===== src/rtl/uart_rx_ctrl.sv =====
`timescale 1ns/1ps
// uart_rx_ctrl: UART receive controller sitting downstream of an oversampling
// edge counter. It enables the counter for the duration of a frame, takes a
// three-point majority vote around mid-bit, deserialises DATA_W bits LSB
// first, checks the optional parity bit and the stop bit, and reports the
// outcome with one-cycle strobes one cycle after the stop bit ends.
//
// Build option UART_RX_SYNC_EN: when defined, rx_in first passes through a
// two-flop synchroniser (reset to idle-high), delaying start detection and
// strobes by two cycles. When undefined, rx_in must already be synchronous.
module uart_rx_ctrl #(
  parameter int DATA_W = 8
) (
  input  logic              clk,
  input  logic              reset_n,
  input  logic              rx_in,
  input  logic [5:0]        prescale,
  input  logic              parity_en,
  input  logic              parity_type,
  input  logic [4:0]        edge_count,
  input  logic              edge_count_done,
  output logic              edge_cnt_en,
  output logic [DATA_W-1:0] p_data,
  output logic              data_valid,
  output logic              parity_error,
  output logic              stop_error,
  output logic              busy
);

  localparam int CNT_W = (DATA_W > 1) ? $clog2(DATA_W) : 1;
  localparam logic [CNT_W-1:0] LAST_BIT = CNT_W'(DATA_W - 1);

  typedef enum logic [2:0] {
    IDLE   = 3'd0,
    START  = 3'd1,
    DATA   = 3'd2,
    PARITY = 3'd3,
    STOP   = 3'd4
  } state_t;

  state_t             state;
  logic               line;
  logic [2:0]         samp;
  logic [CNT_W-1:0]   bit_cnt;
  logic [DATA_W-1:0]  shift;
  logic               par_err;
  logic               prescale_ok;
  logic               bit_val;
  logic [4:0]         mid;
  logic [4:0]         mid_lo;
  logic [4:0]         mid_hi;

  // Two of three samples decide the bit value.
  function automatic logic majority3(input logic [2:0] s);
    return (s[0] & s[1]) | (s[0] & s[2]) | (s[1] & s[2]);
  endfunction

`ifdef UART_RX_SYNC_EN
  logic rx_p0;
  logic rx_p1;

  // Two-flop synchroniser, reset to the idle-high line level.
  always_ff @(posedge clk or negedge reset_n) begin
    if (!reset_n) begin
      rx_p0 <= 1'b1;
      rx_p1 <= 1'b1;
    end else begin
      rx_p0 <= rx_in;
      rx_p1 <= rx_p0;
    end
  end

  assign line = rx_p1;
`else
  assign line = rx_in;
`endif

  assign prescale_ok = (prescale == 6'd8) || (prescale == 6'd16) || (prescale == 6'd32);
  assign mid         = prescale[5:1];
  assign mid_lo      = mid - 5'd1;
  assign mid_hi      = mid + 5'd1;
  assign bit_val     = majority3(samp);
  assign busy        = (state != IDLE);

  // The counter starts in the same cycle the start edge is seen so that
  // this cycle is count 0 of the start bit.
  assign edge_cnt_en = (state != IDLE) || (prescale_ok && !line);

  // Mid-bit sampling window; cleared at the start of every bit period.
  always_ff @(posedge clk) begin
    if (edge_count == 5'd0) begin
      samp <= 3'b000;
    end else begin
      if (edge_count == mid_lo) samp[0] <= line;
      if (edge_count == mid)    samp[1] <= line;
      if (edge_count == mid_hi) samp[2] <= line;
    end
  end

  // Deserialiser: each data bit lands at its own position, LSB first.
  always_ff @(posedge clk) begin
    if ((state == DATA) && edge_count_done) shift[bit_cnt] <= bit_val;
  end

  // Frame FSM with registered strobes and received-byte register.
  always_ff @(posedge clk or negedge reset_n) begin
    if (!reset_n) begin
      state        <= IDLE;
      bit_cnt      <= '0;
      par_err      <= 1'b0;
      p_data       <= '0;
      data_valid   <= 1'b0;
      parity_error <= 1'b0;
      stop_error   <= 1'b0;
    end else begin
      data_valid   <= 1'b0;
      parity_error <= 1'b0;
      stop_error   <= 1'b0;
      case (state)
        IDLE: begin
          if (prescale_ok && !line) begin
            state   <= START;
            bit_cnt <= '0;
            par_err <= 1'b0;
          end
        end
        START: begin
          if (edge_count_done) begin
            if (bit_val) begin
              state <= IDLE;
            end else begin
              state   <= DATA;
              bit_cnt <= '0;
            end
          end
        end
        DATA: begin
          if (edge_count_done) begin
            if (bit_cnt == LAST_BIT) begin
              state <= parity_en ? PARITY : STOP;
            end else begin
              bit_cnt <= bit_cnt + 1'b1;
            end
          end
        end
        PARITY: begin
          if (edge_count_done) begin
            par_err <= (bit_val != ((^shift) ^ parity_type));
            state   <= STOP;
          end
        end
        STOP: begin
          if (edge_count_done) begin
            state        <= IDLE;
            stop_error   <= !bit_val;
            parity_error <= par_err;
            if (bit_val && !par_err) begin
              data_valid <= 1'b1;
              p_data     <= shift;
            end
          end
        end
        default: state <= IDLE;
      endcase
    end
  end

endmodule


===== config.mk =====
export PLATFORM = sky130hd
export DESIGN_NAME = uart_rx_ctrl
export DESIGN_NICKNAME = d
export VERILOG_FILES = /design/src/rtl/uart_rx_ctrl.sv
export SDC_FILE = /design/constraint.sdc
export NUM_CORES = 1
export LEC_CHECK = 0
export ABC_AREA = 1
export ABC_CLOCK_PERIOD_IN_PS = 3100
export BUFFER_PORTS_ARGS = -buffer_cell sky130_fd_sc_hd__buf_2
export CAP_MARGIN = 20
export CORE_MARGIN = 1
export CORE_UTILIZATION = 50
export DETAILED_ROUTE_END_ITERATION = 7
export PLACE_DENSITY = 0.72
export SLEW_MARGIN = 20
export SYNTH_ARGS = -nofsm -noshare
export SYNTH_HDL_FRONTEND = slang
export SYNTH_SLANG_ARGS = --single-unit

===== constraint.sdc =====
create_clock -name clk -period 3.1 [get_ports clk]
set_input_delay 0.31 -clock clk [delete_from_list [all_inputs] [get_ports clk]]
set_output_delay 0.31 -clock clk [all_outputs]
set_load 0.05 [all_outputs]

======== Yosys cells after proc, flatten, opt, wreduce, memory -nomap -nowiden ========
Cells that the tools add are included.
word-level totals
  word-level logic and storage cells ...... 90
  output and inout bits ................... 13
  flip-flop bits (word level) ............. 29
cells by class
  $add $sub $neg .......................... 3
  equal/unequal tests ..................... 20
  magnitude comparators ................... 2
  reductions and logical operators ........ 20
  bitwise gates (word level) .............. 6
  mux-type cells .......................... 28
operators by type and width
  kind                   number
  $mux W3                12
  $eq A5 B5 Y1           3
  $pmux W3 S5            1
  $ne A2 B2 Y1 const B   7
  $reduce_and A6 Y1      2
  $mux W1                10
  $pmux W3 S3            1
  $bwmux W8              1
  $reduce_xor A8 Y1      1
  $eq A3 B2 Y1 const B   2
  $eq A3 B3 Y1 const B   2
  $eq A6 B4 Y1 const B   1
  $eq A6 B5 Y1 const B   1
  $eq A6 B6 Y1 const B   1
  $reduce_and A3 Y1      2
  $reduce_bool A3 Y1     2
  $add A5 B1 Y5 const B  1
  $logic_not A5 Y1       1
  $sub A5 B1 Y5 const B  1
  $logic_and A1 B1 Y1    4
  $lt A3 B4 Y1 const B   1
  $add A3 B1 Y3 const B  1
  $and A1 B1 Y1          3
  $demux W1 S3           1
  12 further kinds       17

======== Depth between registers and ports, before layout ========
  depth in word-level cells ............... 7
  gate-level depth with buffers ........... 11

======== Worst setup path after synthesis ========
No wires, ideal clock.
  kind .................................... flip-flop to flip-flop
  start point ............................. register state[0]
  end point ............................... register bit_cnt[0]
  arrival time ............................ 1.828 ns
  cell stages (with the launch flop) ...... 8
  path buffers ............................ 0
  setup time .............................. 0.068 ns
  clock period less this slack ............ 1.896 ns
  setup slack ............................. 1.204 ns
  path through ............................ dfrtp_1 > nor2_2 > nand2_1 > inv_1 > nand2_1 > nand2_1 > nand2_1 > nand2_1
on the way
  longest elaborated chain between the ends .. 3
ends and longest elaborated chain
  item                                                                        RTL line  text
  from (decl)                                                                 41        state_t state;
  from (signal assigned)                                                      140       state <= parity_en ? PARITY : STOP;
  $eq A3 B2 Y1, or another cell as far along                                  119       case (state)
  $ne A2 B2 Y1 (no source line) / $reduce_bool A3 Y1 (equally long branches)  -
  $reduce_and A6 Y1 (no source line)                                          -
  to (signal assigned)                                                        142       bit_cnt <= bit_cnt + 1'b1;
  to (decl)                                                                   44        logic [CNT_W-1:0] bit_cnt;
Several ways; a longest one is shown, not always the timed one.
A chain may end at the register's enable or synchronous reset.

======== Worst setup path after layout ========
  start point ............................. register state[0]
  end point ............................... output edge_cnt_en
on the way
  longest elaborated chain between the ends .. 2
ends and longest elaborated chain
  item                RTL line  text
  $reduce_bool A3 Y1  87        assign edge_cnt_en = (state != IDLE) || (prescale_ok && !line);
  $logic_or A1 B1 Y1  87
  to (decl)           22        output logic edge_cnt_en,
Every way passes these cells.

==> impl_results.md <==
* CP max-delay cell: sky130_fd_sc_hd__dfrtp_1
* Top post-synthesis cells by count: sky130_fd_sc_hd__nand2_1, sky130_fd_sc_hd__inv_1, sky130_fd_sc_hd__nor2_1
* CTS buffer count at 5
* Area taken by flip-flops and latches at approximately 750 um2
* Final hold vios at 0
* Cell type with the largest total area after synthesis: sky130_fd_sc_hd__dfrtp_1
* Synth Cell Area at 1809 um2
* Critical path endpoint category: output pin
* Routed wire length per instance at about 11 um
* Floorplan die width at 62.16 um
* Total detailed-routing wirelength at 3589 um
* Final Wtd Congestion at 0.9596
* Overall power consumption at 1.615 mW
* Run status: finished, final reports clean
* Clock slew at reported path FFs at approximately 0.08 ns
* TritonCTS clock tree: done
* Largest vdd supply drop at 0.4616 mV
* Synthesized area per cell at 7.151 um2
* Switch share at 50.00%
* Clock H-tree levels at 2
* Internal power consumption at 0.8074 mW
* # IOs at 30
* Total number of placement rows at 21
* Wire length of the first global-routing pass at 5968 um
* Clock Latency Late Sink at 0.33 ns
* Critical Path Source Type: flip-flop
* Proportion of power drawn by flip-flops and latches at 37.0%
* Cells traversed along the worst timing path: nor2_2 -> nand2_1 -> inv_1 -> nand2_1 -> buf_2
* Total negative slack at 0 ns
* Area of placed instances at roughly 2000 um2
* Gate Count Post-Synth at 253
* Fillcell total at 320
* Vertical die dimension at 62.16 um
* Share of synthesized registers carrying an async set or reset at 62.07%
* Crit share post-route at between 60% and 70%
* Number of global-route vias before repair at 1455
* Synth Net Count at 274
* Final hold slack at 0.2674 ns
* Post-cts gate resize count at 0
* Worst slew margin relative to its limit at 59.04%
* Transition time of the tightest slew-check pin at about 0.6 ns
* Pin count of the biggest net entering global routing at 19
* Tightest Hold Check Type: primary input to flip-flop
* Gr ovfl total at 0
* Crit-path max cell delay at 0.44 ns
* Max-cap violations at 0
* Ys Warns at 0
* Cell area after layout at 2056 um2
* Critical Path Fanout Max at 10
* Die ar. at 3863 um2
* Hold-fix buffers, CTS at 1
* Crit path arrival time at 1.71 ns
* Metal2 WL at around 1500 um
* Area contributors post-synth: sky130_fd_sc_hd__dfrtp_1, sky130_fd_sc_hd__nand2_1, sky130_fd_sc_hd__edfxtp_1
* Via-per-instance ratio at roughly 5
* Number of storage elements in the synthesis netlist at 29
* Required @ worst endpoint at 2.79 ns
* Number of antenna violations at the first check in global routing at 0
* Cell with the most instances on the worst path: sky130_fd_sc_hd__nand2_1
* Final Max Tran Viols at 0
* HPWL after DPL at 2828 um
* DRT met1 WL at 1824 um
* Share of cells above drive strength 1 at 14.19%
* Reg-to-reg setup timing slack at 1.42 ns
* Number of different library cells in the post-synthesis netlist at 26
* GR Util All Layers at 19.61%
* Register area share after synthesis at 41.49%
* Detailed-routing iteration count for the pre-antenna-repair pass at 6
* Number of buffers on the longest clock path at 2
* Dominant register cell in the synthesized netlist: sky130_fd_sc_hd__dfrtp_1
* Met3 Routed Length at 154 um
* Buffer type at the clock tree root: sky130_fd_sc_hd__clkbuf_4
* Post-CTS repair timing setup buffer count at 0
* Sw power at 0.8073 mW
* Drt initial violations at 77
* Top-count cell post-synth: sky130_fd_sc_hd__nand2_1
* Leak Pwr at 1.095 nW
* Unrepaired setup endpoints after global routing: no
* Routed via count at 1640
* Starting Density at about 53%
* Clock share of power at 13.0%
* Antenna viol nets, final at 0
* Number of enable-type register cells in the synthesized netlist at 8
* Number of buffer cells added on primary ports at 29
* Post-synth top area share at 24.90%
* Share of total power in combinational logic at about half
* Multi-input logic area at 912.1 um2
* Floorplan core area at 3390 um2
* Antenna diode instance count at 0
* Fin crit period at between 2 and 2.5 ns
* Area growth syn-to-layout at 13.62%
* Number of nets in the layout at 309
* Post-route DRC violation count at 0
* Critical setup path kind: flip-flop to output pin
* Num Clock Sinks at 29
* Setup skew after layout at 0.01138 ns
* Highest metal used: met4
* Finish-stage setup viols at 0
* Achievable clock frequency at 0.4957 GHz
* PD cells at approximately 790 nW/um2
placed cells by master (no fill, tap or decap):
cell	count
sky130_fd_sc_hd__a21oi_1	9
sky130_fd_sc_hd__buf_2	29
sky130_fd_sc_hd__clkbuf_1	2
sky130_fd_sc_hd__clkbuf_4	5
sky130_fd_sc_hd__clkinv_1	1
sky130_fd_sc_hd__dfrtp_1	18
sky130_fd_sc_hd__dfxtp_1	3
sky130_fd_sc_hd__dlygate4sd3_1	1
sky130_fd_sc_hd__edfxtp_1	8
sky130_fd_sc_hd__ha_1	4
sky130_fd_sc_hd__inv_1	34
sky130_fd_sc_hd__inv_2	1
sky130_fd_sc_hd__nand2_1	82
sky130_fd_sc_hd__nand2_2	2
sky130_fd_sc_hd__nand3_1	20
sky130_fd_sc_hd__nand3b_1	2
sky130_fd_sc_hd__nand4_1	2
sky130_fd_sc_hd__nor2_1	32
sky130_fd_sc_hd__nor2_2	2
sky130_fd_sc_hd__nor3_1	3
sky130_fd_sc_hd__nor3_4	1
sky130_fd_sc_hd__nor4_1	6
sky130_fd_sc_hd__o21a_1	1
sky130_fd_sc_hd__o21ai_0	4
sky130_fd_sc_hd__o21ai_1	1
sky130_fd_sc_hd__o21ai_2	1
sky130_fd_sc_hd__o22ai_1	2
sky130_fd_sc_hd__xnor2_1	6
sky130_fd_sc_hd__xor2_1	7
area by class of cell:
type / instances / share of cell area [%]
clock inverter: 1 / 0.1826
clock buffer: 7 / 2.191
multi-input combinational: 187 / 44.37
tap: 46 / 2.800
inverter: 35 / 6.391
sequential: 29 / 36.52
timing repair buffer: 30 / 7.547
critical path: cells and delay by family, from the launching register on:
| family | cells | cell delay (ns) |
|---|---|---|
| AND/OR/NAND/NOR | 3 | 0.56 |
| flip-flops | 1 | 0.44 |
| buffers and inverters | 2 | 0.38 |
per-stage QoR:
stage | util (%) | instances | setup WS (ns)
after floorplan | - | 253 | 1.204
after global placement | 58.91 | 326 | 1.407
after detailed placement | 58.91 | 326 | 1.390
after CTS | 60.65 | 335 | 1.103
after global routing | 60.65 | 335 | 0.9871
final | 60.65 | 335 | 1.083
state kept, by name, indices dropped and copies added (netlist names):
name,flops
par_err,1
state,3
bit_cnt,3
p_data,8
stop_error,1
samp,3
shift,8
parity_error,1
data_valid,1
logic make-up after synthesis:
| kind of cell | after synthesis | synth area share (%) |
|---|---|---|
| xor gates and xnor gates | 13 | 6.293 |
| and+or+nand+nor | 152 | 35.89 |
| buffers and inverters | 37 | 8.091 |
| adders and majority gates | 4 | 2.766 |
| AOI/OAI and AO/OA | 18 | 5.463 |
| DFF | 29 | 41.49 |
power groups by stage:
stage	combinational (mW)	clock, mW	sequential [mW]
4_1_cts	0.810	0.217	0.598
6_report	0.808	0.210	0.597
5_1_grt	0.881	0.235	0.611
3_5_place_dp	0.806	0	0.606
3_3_place_gp	0.796	0	0.600
2_1_floorplan	0.444	0	0.781
routing by layer:
layer / GRT usage [%] / vias to the layer above
met5: 0 / -
met1: 25.97 / 720
li1: - / 873
met2: 31.04 / 40
met3: 3.309 / 7
met4: 9.593 / 0
path summary, 6_finish.rpt:
kind | start | end | depth (start not counted)
max | state[0] | edge_cnt_en | 5
min | edge_count_done | parity_error | 3
max reg2reg | bit_cnt[0] | bit_cnt[0] | 8
min reg2reg | samp[2] | samp[2] | 2
max in group asynchronous | reset_n | stop_error | 2
min in group asynchronous | reset_n | p_data[0] | 2
No activity file was read; power rests on OpenSTA's default activity.
